File: src/rtl/sram_axi_bridge_n.sv
// Merges NUM_PORTS SRAM-like ports onto one AXI3 master: round-robin, one capture per cycle, addr_ok/data_ok combinational.
// Read >= 2 cycles, write >= 2 cycles; ports stall (addr_ok low) on full AR slot, read limit, RAW hazard or busy write.
module sram_axi_bridge_n #(
    parameter int NUM_PORTS  = 2,
    parameter int MAX_RD_OUT = 2
) (
    input  logic                    aclk,
    input  logic                    aresetn,
    input  logic [NUM_PORTS-1:0]    req,
    input  logic [NUM_PORTS-1:0]    wr,
    input  logic [2*NUM_PORTS-1:0]  size,
    input  logic [4*NUM_PORTS-1:0]  sram_wstrb,
    input  logic [32*NUM_PORTS-1:0] addr,
    input  logic [32*NUM_PORTS-1:0] sram_wdata,
    output logic [NUM_PORTS-1:0]    addr_ok,
    output logic [NUM_PORTS-1:0]    data_ok,
    output logic [31:0]             rdata_o,
    output logic [3:0]              arid,
    output logic [31:0]             araddr,
    output logic [7:0]              arlen,
    output logic [2:0]              arsize,
    output logic [1:0]              arburst,
    output logic [1:0]              arlock,
    output logic [3:0]              arcache,
    output logic [2:0]              arprot,
    output logic                    arvalid,
    input  logic                    arready,
    input  logic [3:0]              rid,
    input  logic [31:0]             rdata,
    input  logic [1:0]              rresp,
    input  logic                    rlast,
    input  logic                    rvalid,
    output logic                    rready,
    output logic [3:0]              awid,
    output logic [31:0]             awaddr,
    output logic [7:0]              awlen,
    output logic [2:0]              awsize,
    output logic [1:0]              awburst,
    output logic [1:0]              awlock,
    output logic [3:0]              awcache,
    output logic [2:0]              awprot,
    output logic                    awvalid,
    input  logic                    awready,
    output logic [3:0]              wid,
    output logic [31:0]             wdata,
    output logic [3:0]              wstrb,
    output logic                    wlast,
    output logic                    wvalid,
    input  logic                    wready,
    input  logic [3:0]              bid,
    input  logic [1:0]              bresp,
    input  logic                    bvalid,
    output logic                    bready
);

    localparam int CW = $clog2(MAX_RD_OUT + 1);
    localparam logic [CW-1:0] RD_MAX = CW'(MAX_RD_OUT);

    logic [CW-1:0]        rd_cnt [NUM_PORTS];
    logic [3:0]           rr;
    logic                 w_busy;
    logic [3:0]           wr_id;

    logic                 ar_free;
    logic                 b_hs;
    logic                 cap;
    logic                 gnt_vld;
    logic                 gnt_wr;
    logic [3:0]           gnt_idx;
    logic [NUM_PORTS-1:0] rd_cand;
    logic [NUM_PORTS-1:0] wr_cand;
    logic [NUM_PORTS-1:0] cand;
    logic [NUM_PORTS-1:0] gnt_oh;
    logic [NUM_PORTS-1:0] rd_inc;
    logic [NUM_PORTS-1:0] rd_dec;
    logic [31:0]          sel_addr;
    logic [31:0]          sel_wdata;
    logic [1:0]           sel_size;
    logic [3:0]           sel_wstrb;
    logic                 unused_resp;

    assign arlen   = 8'd0;
    assign arburst = 2'b01;
    assign arlock  = 2'b00;
    assign arcache = 4'd0;
    assign arprot  = 3'd0;
    assign awlen   = 8'd0;
    assign awburst = 2'b01;
    assign awlock  = 2'b00;
    assign awcache = 4'd0;
    assign awprot  = 3'd0;
    assign wlast   = 1'b1;
    assign rready  = 1'b1;
    assign awid    = wr_id;
    assign wid     = wr_id;

    assign unused_resp = ^{rresp, rlast, bresp};

    // A read beat for the writing ID takes priority; its B waits one cycle.
    assign bready  = ~(rvalid && (rid == wr_id));
    assign b_hs    = bvalid & bready;
    assign ar_free = ~arvalid | arready;
    assign rdata_o = (aresetn && rvalid) ? rdata : 32'd0;

    always_comb begin
        for (int i = 0; i < NUM_PORTS; i++) begin
            rd_cand[i] = req[i] & ~wr[i] & ar_free & (rd_cnt[i] < RD_MAX)
                       & ~(w_busy & (addr[32*i+2 +: 30] == awaddr[31:2]));
            wr_cand[i] = req[i] & wr[i] & ~w_busy;
        end
        cand = rd_cand | wr_cand;
    end

    // Scan positions rr, rr+1, ... (mod NUM_PORTS); first candidate wins.
    always_comb begin
        gnt_vld = 1'b0;
        gnt_idx = 4'd0;
        for (int k = 0; k < NUM_PORTS; k++) begin
            for (int j = 0; j < NUM_PORTS; j++) begin
                if (!gnt_vld && cand[j] &&
                    ((int'(rr) + k == j) || (int'(rr) + k == j + NUM_PORTS))) begin
                    gnt_vld = 1'b1;
                    gnt_idx = 4'(j);
                end
            end
        end
    end

    always_comb begin
        cap       = gnt_vld & aresetn;
        gnt_oh    = '0;
        gnt_wr    = 1'b0;
        sel_addr  = 32'd0;
        sel_wdata = 32'd0;
        sel_size  = 2'd0;
        sel_wstrb = 4'd0;
        for (int i = 0; i < NUM_PORTS; i++) begin
            if (gnt_idx == 4'(i)) begin
                gnt_oh[i] = cap;
                gnt_wr    = wr[i];
                sel_addr  = addr[32*i +: 32];
                sel_wdata = sram_wdata[32*i +: 32];
                sel_size  = size[2*i +: 2];
                sel_wstrb = sram_wstrb[4*i +: 4];
            end
        end
    end

    always_comb begin
        for (int i = 0; i < NUM_PORTS; i++) begin
            rd_inc[i]  = gnt_oh[i] & ~gnt_wr;
            rd_dec[i]  = aresetn & rvalid & (rid == 4'(i)) & (rd_cnt[i] != '0);
            data_ok[i] = aresetn & ((rvalid & (rid == 4'(i))) | (b_hs & (bid == 4'(i))));
        end
        addr_ok = gnt_oh;
    end

    always_ff @(posedge aclk) begin
        if (!aresetn) begin
            arvalid <= 1'b0;
            arid    <= 4'd0;
            araddr  <= 32'd0;
            arsize  <= 3'd0;
            awvalid <= 1'b0;
            awaddr  <= 32'd0;
            awsize  <= 3'd0;
            wvalid  <= 1'b0;
            wdata   <= 32'd0;
            wstrb   <= 4'd0;
            wr_id   <= 4'd0;
            w_busy  <= 1'b0;
            rr      <= 4'd0;
            for (int i = 0; i < NUM_PORTS; i++) begin
                rd_cnt[i] <= '0;
            end
        end else begin
            if (arvalid && arready) arvalid <= 1'b0;
            if (awvalid && awready) awvalid <= 1'b0;
            if (wvalid && wready)   wvalid  <= 1'b0;
            if (b_hs)               w_busy  <= 1'b0;

            if (cap) begin
                rr <= (gnt_idx == 4'(NUM_PORTS - 1)) ? 4'd0 : gnt_idx + 4'd1;
                if (gnt_wr) begin
                    awvalid <= 1'b1;
                    wvalid  <= 1'b1;
                    w_busy  <= 1'b1;
                    wr_id   <= gnt_idx;
                    awaddr  <= sel_addr;
                    awsize  <= {1'b0, sel_size};
                    wdata   <= sel_wdata;
                    wstrb   <= sel_wstrb;
                end else begin
                    arvalid <= 1'b1;
                    arid    <= gnt_idx;
                    araddr  <= sel_addr;
                    arsize  <= {1'b0, sel_size};
                end
            end

            for (int i = 0; i < NUM_PORTS; i++) begin
                if (rd_inc[i] && !rd_dec[i])
                    rd_cnt[i] <= rd_cnt[i] + CW'(1);
                else if (!rd_inc[i] && rd_dec[i])
                    rd_cnt[i] <= rd_cnt[i] - CW'(1);
            end
        end
    end

endmodule
File: config.mk
export PLATFORM = sky130hd
export DESIGN_NAME = sram_axi_bridge_n
export DESIGN_NICKNAME = d
export VERILOG_FILES = /design/src/rtl/sram_axi_bridge_n.sv
export SDC_FILE = /design/constraint.sdc
export NUM_CORES = 1
export LEC_CHECK = 0
export BUFFER_PORTS_ARGS = -buffer_cell sky130_fd_sc_hd__buf_4
export CORE_AREA = 3 3 153 155
export CTS_CLUSTER_SIZE = 10
export DETAILED_ROUTE_END_ITERATION = 16
export DIE_AREA = 0 0 156 158
export PLACE_DENSITY_LB_ADDON = 0.12
export SLEW_MARGIN = 30
export SYNTH_ARGS = -nofsm -noshare
export SYNTH_HDL_FRONTEND = slang
export SYNTH_SLANG_ARGS = --single-unit
export TNS_END_PERCENT = 1
File: constraint.sdc
create_clock -name aclk -period 5.3 [get_ports aclk]
set_input_delay 0.265 -clock aclk [delete_from_list [all_inputs] [get_ports aclk]]
set_output_delay 0.265 -clock aclk [all_outputs]
set_load 0.1 [all_outputs]
Word-level counts from Yosys, hierarchy flattened
Memory sizes are Yosys's and may differ from the RTL's. Cells that the tools add are included.

Flip-flop bits (word level): 120. Bits in latches: 0. Bits in writable memories: 4. ROM bits: 0. Input bits: 196. Output and inout bits: 198. Word-level logic and storage cells: 167. Memories: 1.

$add $sub $neg: 6. $mul: 0. Div/mod/pow operators: 0. Order comparisons: 2. Eq/ne operators: 12. Shift-type cells: 0. Muxes and demuxes: 52. Bitwise gates (word level): 45. Reductions and logical operators: 36.

Memories: rd_cnt (words 2, bits a word 2, read ports 2, clocked after Yosys merged registers in 0, write ports 2, RTL line 59) `logic [CW-1:0] rd_cnt [NUM_PORTS];`.

Operator list (count): two-way mux 32 bit (5); zero test 32 bit (2); equality test 30 bit (2); two-way mux 1 bit (36); equality test 32 x 2 -> 1 bit, second input constant (1); equality test 32 x 3 -> 1 bit, second input constant (1); bitwise AND 1 bit (29); two-way mux 4 bit (5); logical AND 1 bit (16); equality test 4 x 1 -> 1 bit, second input constant (3); zero test 4 bit (3); two-way mux 2 bit (6); equality test 4 x 3 -> 1 bit, second input constant (2); NOT 1 bit (8); zero test 1 bit (7); OR 1 bit (7); adder 4 x 1 -> 5 bit, second input constant (1); equality test 5 x 2 -> 1 bit, second input constant (1); adder 2 x 1 -> 2 bit, second input constant (2); adder 4 x 1 -> 4 bit, second input constant (1); equality test 4 x 2 -> 1 bit, second input constant (1); equality test 4 bit (1); logical OR 1 bit (4); < comparator 2 bit, second input constant (2); 4 further kinds (7).

Longest topological paths before layout
Gate-level depths: netlist of run 1.

Depth after elaboration: 32. Depth in mapped cells: 10. Depth with buffers taken out: 8.

Least setup slack after synthesis of run 1
OpenSTA, ideal clock, no wires.

Path kind: reg-to-output. Start: register wr_id[0] (netlist: awid[0]). End: output port data_ok[1]. Arrival time: 4228 ps. Data required time: 5035 ps. Slack: 807 ps. Cell stages (with the launch flop): 5. Cell sequence: dfxtp_1 > xnor2_1 > nand3_1 > nand3_1 > o21ai_0.

Longest elaborated chain between the ends: 7.

Ends and longest elaborated chain: from (decl) (RTL line 62) `logic [3:0] wr_id;`; from (signal assigned) (RTL line 188) `wr_id <= gnt_idx;`; equality test 4 bit (RTL line 100) `assign bready = ~(rvalid && (rid == wr_id));`; logical AND 1 bit (RTL line 100); NOT 1 bit (RTL line 100); net bready (RTL line 53) `output logic bready`; bitwise AND 1 bit (RTL line 101) `assign b_hs = bvalid & bready;`; bitwise AND 1 bit (RTL line 153) `data_ok[i] = aresetn & ((rvalid & (rid == 4'(i))) | (b_hs & (bid == 4'(i))));`; OR 1 bit (RTL line 153); bitwise AND 1 bit (RTL line 153); to (decl) (RTL line 16) `output logic [NUM_PORTS-1:0] data_ok,`.

The timed path passes the listed nets, and every way through them passes these cells.

Worst setup path after layout of run 1
Start: register awaddr[27]. End: register araddr[2].

Longest elaborated chain between the ends: 24. Elaborated cells on any way between the ends: 35.

Ends and longest elaborated chain: from (decl) (RTL line 35) `output logic [31:0] awaddr,`; from (signal assigned) (RTL line 189) `awaddr <= sel_addr;`; equality test 30 bit (RTL line 108) `& ~(w_busy & (addr[32*i+2 +: 30] == awaddr[31:2]));`; bitwise AND 1 bit (RTL line 108); NOT 1 bit (RTL line 108); bitwise AND 1 bit (RTL line 108); OR 2 bit (*) (RTL line 111) `cand = rd_cand | wr_cand;`; logical AND 1 bit (RTL line 120) `if (!gnt_vld && cand[j] &&`; two-way mux 1 bit (RTL line 120); zero test 1 bit (RTL line 120); [... 6 more ...]; two-way mux 1 bit (RTL line 120); zero test 1 bit (RTL line 120); logical AND 1 bit (2 in a row) (RTL line 120); two-way mux 4 bit (RTL line 120); zero test 4 bit (RTL line 138) `if (gnt_idx == 4'(i)) begin`; two-way mux 1 bit (2 in a row) (RTL line 138); NOT 1 bit (no line); AND reduction 2 bit (no line); to (signal assigned) (RTL line 196) `araddr <= sel_addr;`; to (decl) (RTL line 19) `output logic [31:0] araddr,`.

Mark *: on every way between the ends. The rest lies on a longest branch, timed or not. A chain may end at the register's enable or synchronous reset.

==> flow_metrics.py, run 1 <==
metrics = {
    "place": {
        "portBuffers": 337,
        "place_congestion": 0.8369,
        "dp_hpwl_mm": 20.04,
        "place_inst": 1438,
    },
    "critical_path": {
        "crit_chain": "xnor2_1 -> nand4_1 -> nor4_1 -> a211oi_1 -> nor2_2 -> buf_4 -> a32o_2 -> buf_4 -> o21ai_0 -> a31oi_1",
        "r2r_slack_ns": 1.50,
        "arrival_ns": 4.14,
        "crit_path_frequent_cell": "buf_4",
        "cp_num_buf_inv": 2,
        "r2r_cells": 10,
        "cp_top_family": "compound AO/OA/AOI/OAI gates",
        "slowest_stage": "a32o_2",
        "cp_max_fo": 50,
        "r2r-start": "awaddr[27]$_SDFFE_PN0P_",
        "critPathMaxStageDelay_ns": 0.56,
        "startpoint_type": "flip-flop",
        "r2r-end": "araddr[2]$_SDFFE_PN0P_",
        "crit_path_end_kind": "flip-flop",
        "cp_num_cells": 10,
        "critPathRequiredTime_ns": 5.64,
        "timing_worst_setup_path_type": "reg2reg",
    },
    "logic_synthesis": {
        "ys_ff_latch": 115,
        "ys_types": 51,
        "synth.top_cells.by_area": "dfxtp_1 30%, o221a_1 8.7%, xnor2_1 6.9%",
        "syn_avg_cell_area_um2": 8.260,
        "synth_ff_type": "dfxtp_1",
        "async_reset_ff_share_pct": 0,
        "synth-seq-area-share_pct": 31.79,
        "netlist_area_um2": 7368,
        "synth_edf_count": 4,
        "synth_common_cells": "111 x dfxtp_1, 77 x nand2_1, 65 x a31oi_1",
        "syn_inst": 892,
        "ys_warn_count": 0,
        "yosysTopAreaCell": "dfxtp_1",
        "synth_top_area_share_pct": 30.16,
        "yosysMostFrequentCell": "dfxtp_1",
    },
    "clocking": {
        "hold_buffers": 0,
        "clock_path_buffers": 2,
        "htree_levels": 4,
        "cts_buffers": 17,
        "postCtsSetupRepairBufs": 0,
        "clk_pin_slew_ns": 0.06,
        "clk_latency_ns": 0.42,
        "clkSinkCount": 115,
        "cts_tree": "built",
        "ctsResizeCount": 0,
        "cts_root_buffer": "clkbuf_16",
    },
    "route": {
        "wl_per_cell_um": 19.37,
        "drc": 0,
        "vias": 7505,
        "totalWireLength_mm": 28.47,
        "viasPerCell": 5.105,
        "antenna_left": 0,
        "drtIter0Drc": 499,
        "drt_pass1_iterations": 5,
    },
    "final_layout": {
        "area_growth_pct": 40.50,
        "multi_input_area_um2": 4309,
        "regArea_um2": 2342,
        "layout-drive-gt1-share_pct": 33.78,
        "fin_nets": 1374,
        "n_antenna_cell": 0,
        "final_cells": 1470,
        "num-fill-cells": 2235,
    },
    "power": {
        "seqPwrFrac_pct": 27.2,
        "power_density_nw_per_um2": 359.5,
        "vdd_drop_max_uv": 213.1,
        "p_sw_mw": 1.646,
        "intPower_mw": 2.076,
        "pwr-share-comb_pct": 41.3,
        "clkPwrFrac_pct": 31.5,
        "netSwitchingFraction_pct": 44.22,
        "leakagePower_nw": 4.875,
    },
    "global_routing": {
        "track_usage_pct": 21.61,
        "grt_first_pass_wirelength_mm": 41.59,
        "grt_antenna_before_repair": 0,
        "grt_max_degree": 78,
        "grt_pass1_vias": 6885,
        "grt_overflow": 0,
    },
    "timing": {
        "rsz0062_at_grt": "no",
        "drv_slew": 0,
        "fin_tns_setup_ns": 0,
        "final.setup_skew_ns": 0.01332,
        "worst_slew_pin_slew_ns": 1.005,
        "finalCriticalPeriod_ns": 3.804,
        "setup_violations": 0,
        "relSlewSlack_pct": 32.99,
        "fin_crit_sh_pct": 71.78,
        "fin_hold_ws_ns": 0.02549,
        "fmax_mhz": 262.9,
        "hold_violations": 0,
    },
    "floorplan": {
        "io_pins": 394,
        "die_y_um": 158,
        "dieArea_um2": 24650,
        "std_cell_rows": 54,
        "core_um2": 21960,
        "start_util_pct": 33.56,
        "die_w_um": 156,
    },
    "outcome": {
        "outcome": "finished, final reports clean",
    },
    "hold_path": {
        "min_from": "awready",
        "hold_depth": 2,
        "worstHoldPathType": "in2reg",
        "min_to": "awvalid$_SDFF_PN0_",
    },
    "job": {
        "cap_viol_max_count": 0,
    },
}
[worst register-to-register path: cells and delay by family, from the launching register on]
family / cells / cell delay (ns)
simple gates: 3 / 0.87
buf+inv: 2 / 0.93
flops: 1 / 0.34
xor+xnor: 1 / 0.36
compound gates: 4 / 1.21
[per-layer routing]
layer | track usage (%) | share of wire, % | up-vias
li1 | - | - | 3646
met1 | 28.50 | 43 | 3521
met2 | 35.92 | 48 | 315
met3 | 4.620 | 7.6 | 23
met4 | 5.803 | 1.3 | 0
met5 | 0 | 0 | -
[worst max-delay path by stage]
stage | startpoint | to | slack, ns
floorplan | awid[0]$_SDFFE_PN0P_ | data_ok[1] | 0.81
global placement | addr[27] | araddr[16]$_SDFFE_PN0P_ | 1.56
detailed placement | addr[27] | araddr[3]$_SDFFE_PN0P_ | 1.48
CTS | awaddr[27]$_SDFFE_PN0P_ | araddr[3]$_SDFFE_PN0P_ | 1.50
global route | awaddr[27]$_SDFFE_PN0P_ | araddr[2]$_SDFFE_PN0P_ | 1.24
finish | awaddr[27]$_SDFFE_PN0P_ | araddr[2]$_SDFFE_PN0P_ | 1.50
[power by group through the flow]
stage | Combinational [mW] | Clock [mW] | Sequential [mW]
after floorplan | 0.654 | 0 | 1.56
after global placement | 1.54 | 0 | 1.03
after detailed placement | 1.54 | 0 | 1.03
after CTS | 1.54 | 1.20 | 1.01
after global routing | 1.60 | 1.24 | 1.02
final | 1.54 | 1.17 | 1.01
[logic make-up after synthesis]
group | synth area share, %
simple gates | 19.22
mux | 5.434
other cells | 0.1019
flops | 31.79
buf+inv | 12.58
fa+ha+maj | 0.1698
compound gates | 23.33
xor+xnor | 7.370
[flip-flops by register name, summed over array words and instances, names as in the netlist, 2 cells and up]
name / cells
araddr: 32
rd_cnt: 4
arsize: 2
awaddr: 32
wdata: 32
awsize: 2
wstrb: 4
[cell usage in the layout, fill, tap and decap left out, types with 4 or more instances in the layout]
master	netlist	layout
o221a_1	57	57
conb_1	2	51
clkbuf_16	0	18
a31oi_1	65	65
o21ai_1	18	18
dfxtp_1	111	111
nand3_1	7	7
xnor2_1	58	58
buf_4	57	348
nor2b_1	41	41
xor2_1	4	4
nor2_1	52	51
edfxtp_1	4	4
a21oi_1	34	34
mux2i_1	40	40
o221a_2	13	13
nor3_1	5	4
inv_1	39	38
nand2_1	77	77
and3_1	32	32
clkbuf_1	47	4
nor4_1	4	4
nand4_1	16	16
o21ai_0	21	21
nand2b_1	31	31
[area by class of cell]
class / count / area share, %
Tap cell: 280 / 3.384
Multi-Input combinational cell: 656 / 41.62
Sequential cell: 115 / 22.63
Timing Repair Buffer: 348 / 25.24
Clock inverter: 8 / 0.9548
Inverter: 39 / 1.414
Clock buffer: 24 / 4.762
[stage by stage]
stage	utilization, %	setup WS, ns	instance area [µm²]	power, mW
2_1_floorplan	-	0.8071	7552	2.210
3_3_place_gp	44.45	1.560	9761	2.565
3_5_place_dp	44.45	1.485	9761	2.569
4_1_cts	47.15	1.498	10350	3.753
5_1_grt	47.15	1.237	10350	3.862
6_report	47.15	1.496	10350	3.722
Power figures use the tool's default switching activity.
==> run 2, diff against run 1 <==
--- a/config.mk
+++ b/config.mk
@@ -5,11 +5,12 @@
 export SDC_FILE = /design/constraint.sdc
 export NUM_CORES = 1
 export LEC_CHECK = 0
+export ABC_AREA = 1
 export BUFFER_PORTS_ARGS = -buffer_cell sky130_fd_sc_hd__buf_4
-export CORE_AREA = 3 3 153 155
+export CORE_AREA = 3 3 150 152
 export CTS_CLUSTER_SIZE = 10
 export DETAILED_ROUTE_END_ITERATION = 16
-export DIE_AREA = 0 0 156 158
+export DIE_AREA = 0 0 153 155
 export PLACE_DENSITY_LB_ADDON = 0.12
 export SLEW_MARGIN = 30
 export SYNTH_ARGS = -nofsm -noshare
==> constraint.sdc (replaced) <==
create_clock -name aclk -period 3.05 [get_ports aclk]
set_input_delay 0.1525 -clock aclk [delete_from_list [all_inputs] [get_ports aclk]]
set_output_delay 0.1525 -clock aclk [all_outputs]
set_load 0.1 [all_outputs]
==> run 2 against run 1 <==
Hold slack gained 0.0081 ns. Clock power grew 72%. Clock-buffer cell count shrank 3. Non-clock buffer count grew 7. Final area grew 4.0%. Register-to-register slack lost 1.1 ns. Largest cell class unchanged. Largest power group unchanged. Highest routed layer unchanged. Synthesized cell count grew 46%. Utilization grew 3.7 points.
==> flow_metrics.py, run 2 <==
metrics = {
    "outcome": {
        "outcome": "finished, final reports clean",
    },
    "clocking": {
        "clock_path_buffers": 2,
        "clk_pin_slew_ns": 0.06,
        "cts_tree": "built",
        "cts_buffers": 17,
        "clk_latency_ns": 0.41,
        "clkSinkCount": 115,
        "htree_levels": 4,
        "cts_root_buffer": "clkbuf_16",
        "postCtsSetupRepairBufs": 0,
    },
    "logic_synthesis": {
        "ys_ff_latch": 115,
        "netlist_area_um2": 7510,
        "ys_types": 32,
        "ys_warn_count": 0,
        "synth_common_cells": "472 x nand2_1, 216 x inv_1, 181 x nor2_1",
        "synth_edf_count": 4,
        "synth_top_area_share_pct": 29.59,
        "syn_avg_cell_area_um2": 5.777,
        "yosysTopAreaCell": "dfxtp_1",
        "synth_fa_ha_area_share_pct": 0.1666,
        "synth_top_family_by_area": "simple AND/OR/NAND/NOR gates",
        "yosysMostFrequentCell": "nand2_1",
        "synth-seq-area-share_pct": 31.19,
        "yosys.area_share.simple_pct": 36.99,
        "synth.top_cells.by_area": "dfxtp_1 30%, nand2_1 24%, inv_1 11%",
        "synthMuxAreaShare_pct": 0,
        "async_reset_ff_share_pct": 0,
        "synth_compound_area_share_pct": 10.11,
        "synthXorXnorAreaFrac_pct": 1.050,
        "syn_inst": 1300,
        "synth_ff_type": "dfxtp_1",
    },
    "route": {
        "viasPerCell": 4.355,
        "drc": 0,
        "vias": 8292,
        "antenna_left": 0,
        "drtIter0Drc": 350,
        "wl_per_cell_um": 14.51,
        "drt_pass1_iterations": 5,
        "totalWireLength_mm": 27.63,
    },
    "final_layout": {
        "layout-drive-gt1-share_pct": 28.12,
        "num-fill-cells": 2309,
        "layout_common_cells": "472 x nand2_1, 346 x buf_4, 216 x inv_1, 181 x nor2_1, 83 x dfxtp_1",
        "area_growth_pct": 43.34,
        "reg_top3": "araddr: 32 flops, awaddr: 32 flops, wdata: 32 flops",
        "post-route-util_pct": 50.88,
        "n_antenna_cell": 0,
        "final_common_cell": "nand2_1",
        "fin_nets": 1813,
    },
    "timing": {
        "rsz0062_at_grt": "no",
        "fmax_mhz": 362.4,
        "finalCriticalPeriod_ns": 2.760,
        "hold_violations": 0,
        "final.setup_skew_ns": 0.009471,
        "fin_crit_sh_pct": 90.48,
        "fin_tns_setup_ns": 0,
        "setup_violations": 0,
        "drv_slew": 0,
        "worst_slew_pin_slew_ns": 0.6937,
        "relSlewSlack_pct": 53.75,
    },
    "global_routing": {
        "track_usage_pct": 22.41,
        "grt_pass1_vias": 7832,
        "grt_antenna_before_repair": 0,
        "grt_util_met1_pct": 28.14,
        "grtUsageMet3_pct": 6.342,
        "grt_first_pass_wirelength_mm": 42.21,
        "met2_usage_pct": 37.93,
        "grt_overflow": 0,
        "grt_max_degree": 70,
        "grt.busiest_layer": "met2",
    },
    "floorplan": {
        "start_util_pct": 35.50,
        "die_y_um": 155,
        "die_w_um": 153,
        "std_cell_rows": 53,
        "core_um2": 21150,
        "io_pins": 394,
        "dieArea_um2": 23720,
    },
    "critical_path": {
        "crit_path_end_kind": "output pin",
        "cp_max_fo": 20,
        "timing_worst_setup_path_type": "reg2out",
        "critPathRequiredTime_ns": 2.90,
        "arrival_ns": 2.61,
        "startpoint_type": "flip-flop",
    },
    "power": {
        "leakagePower_nw": 6.108,
        "vdd_drop_max_uv": 324.0,
        "power_density_nw_per_um2": 620.7,
    },
    "hold_path": {
        "worstHoldPathType": "in2reg",
    },
    "job": {
        "cap_viol_max_count": 0,
    },
    "place": {
        "portBuffers": 337,
        "place_congestion": 0.8356,
        "dp_hpwl_mm": 21.44,
    },
}
run 2: cell count changes after synthesis, sizes merged, moves of 40 or more:
cell,before,now
nor2,52,183
nor2b,41,0
a31oi,65,0
inv,39,222
nand2,78,477
xnor2,58,7
o21ai,40,81
o221a,70,0
mux2i,40,0
run 2: area by class of cell:
type | instances | area, µm² | area share [%]
clock buffers | 21 | 460.4 | 4.278
multi-input cells | 898 | 3856 | 35.82
clock inverters | 11 | 126.4 | 1.174
inverters | 229 | 859.6 | 7.986
repair buffers | 355 | 2740 | 25.46
flip-flops and latches | 115 | 2377 | 22.09
well taps | 275 | 344.1 | 3.197
run 2: per-layer routing:
layer / vias up / share of wire (%)
met5: - / 0
met4: 0 / 1.5
met3: 22 / 8.7
met2: 321 / 48
met1: 3591 / 42
li1: 4358 / -
run 2: logic make-up (layout without fill, tap and decap cells):
family	count (synthesis)	after routing
and+or+nand+nor	713	713
buffers and inverters	336	616
AOI/OAI and AO/OA	124	124
DFF	115	115
xor gates and xnor gates	9	9
other	2	51
adders and majority gates	1	1
run 2: worst paths after layout:
check	endpoint	startpoint	slack [ns]	depth (start not counted)
max reg2reg	awaddr[23]$_SDFFE_PN0P_	awaddr[9]$_SDFFE_PN0P_	0.44	18
max	addr_ok[0]	awaddr[9]$_SDFFE_PN0P_	0.29	16
min	w_busy$_SDFF_PN0_	bvalid	0.03	4
min reg2reg	araddr[0]$_SDFFE_PN0P_	araddr[0]$_SDFFE_PN0P_	0.45	2
run 2: what timing repair did:
| item | in CTS | in global routing |
|---|---|---|
| hold endpoints to repair | 2 | 0 |
| resized for setup | 0 | 2 |
| endpoints found under the setup margin | 0 | 1 |
| hold buffers | 2 | 0 |
run 2: critical path, stage by stage (launching register included):
cell and delay, ns:
dfxtp_1 0.39, inv_1 0.07, nand2_1 0.11, nand2_1 0.06, nor2_1 0.08, nand2_1 0.05, nor2_1 0.15, nand2_1 0.09
nor2_1 0.17, nor2_1 0.06, nor2_1 0.15, nand2_1 0.09, nand2_2 0.14, inv_2 0.19, nand2_1 0.14, inv_1 0.06
buf_6 0.18
run 2: through the flow:
stage / power, mW / setup slack, ns / hold slack, ns / instances / cell area, µm²
6_report: 6.681 / 0.2904 / 0.03359 / 1904 / 10760
5_1_grt: 6.999 / 0.01528 / 0.05617 / 1904 / 10760
4_1_cts: 6.744 / 0.1067 / 0.01414 / 1904 / 10760
3_5_place_dp: 4.705 / 0.3774 / 0.3560 / 1870 / 10150
3_3_place_gp: 4.699 / 0.4311 / 0.3473 / 1870 / 10150
2_1_floorplan: 4.029 / -0.07728 / 0.2635 / 1349 / 7756
run 2: where the power goes:
| group | switching, mW | internal, mW |
|---|---|---|
| registers | 0.111 | 1.67 |
| clock network | 0.756 | 1.25 |
| logic | 2.22 | 0.667 |
| total | 3.09 | 3.59 |
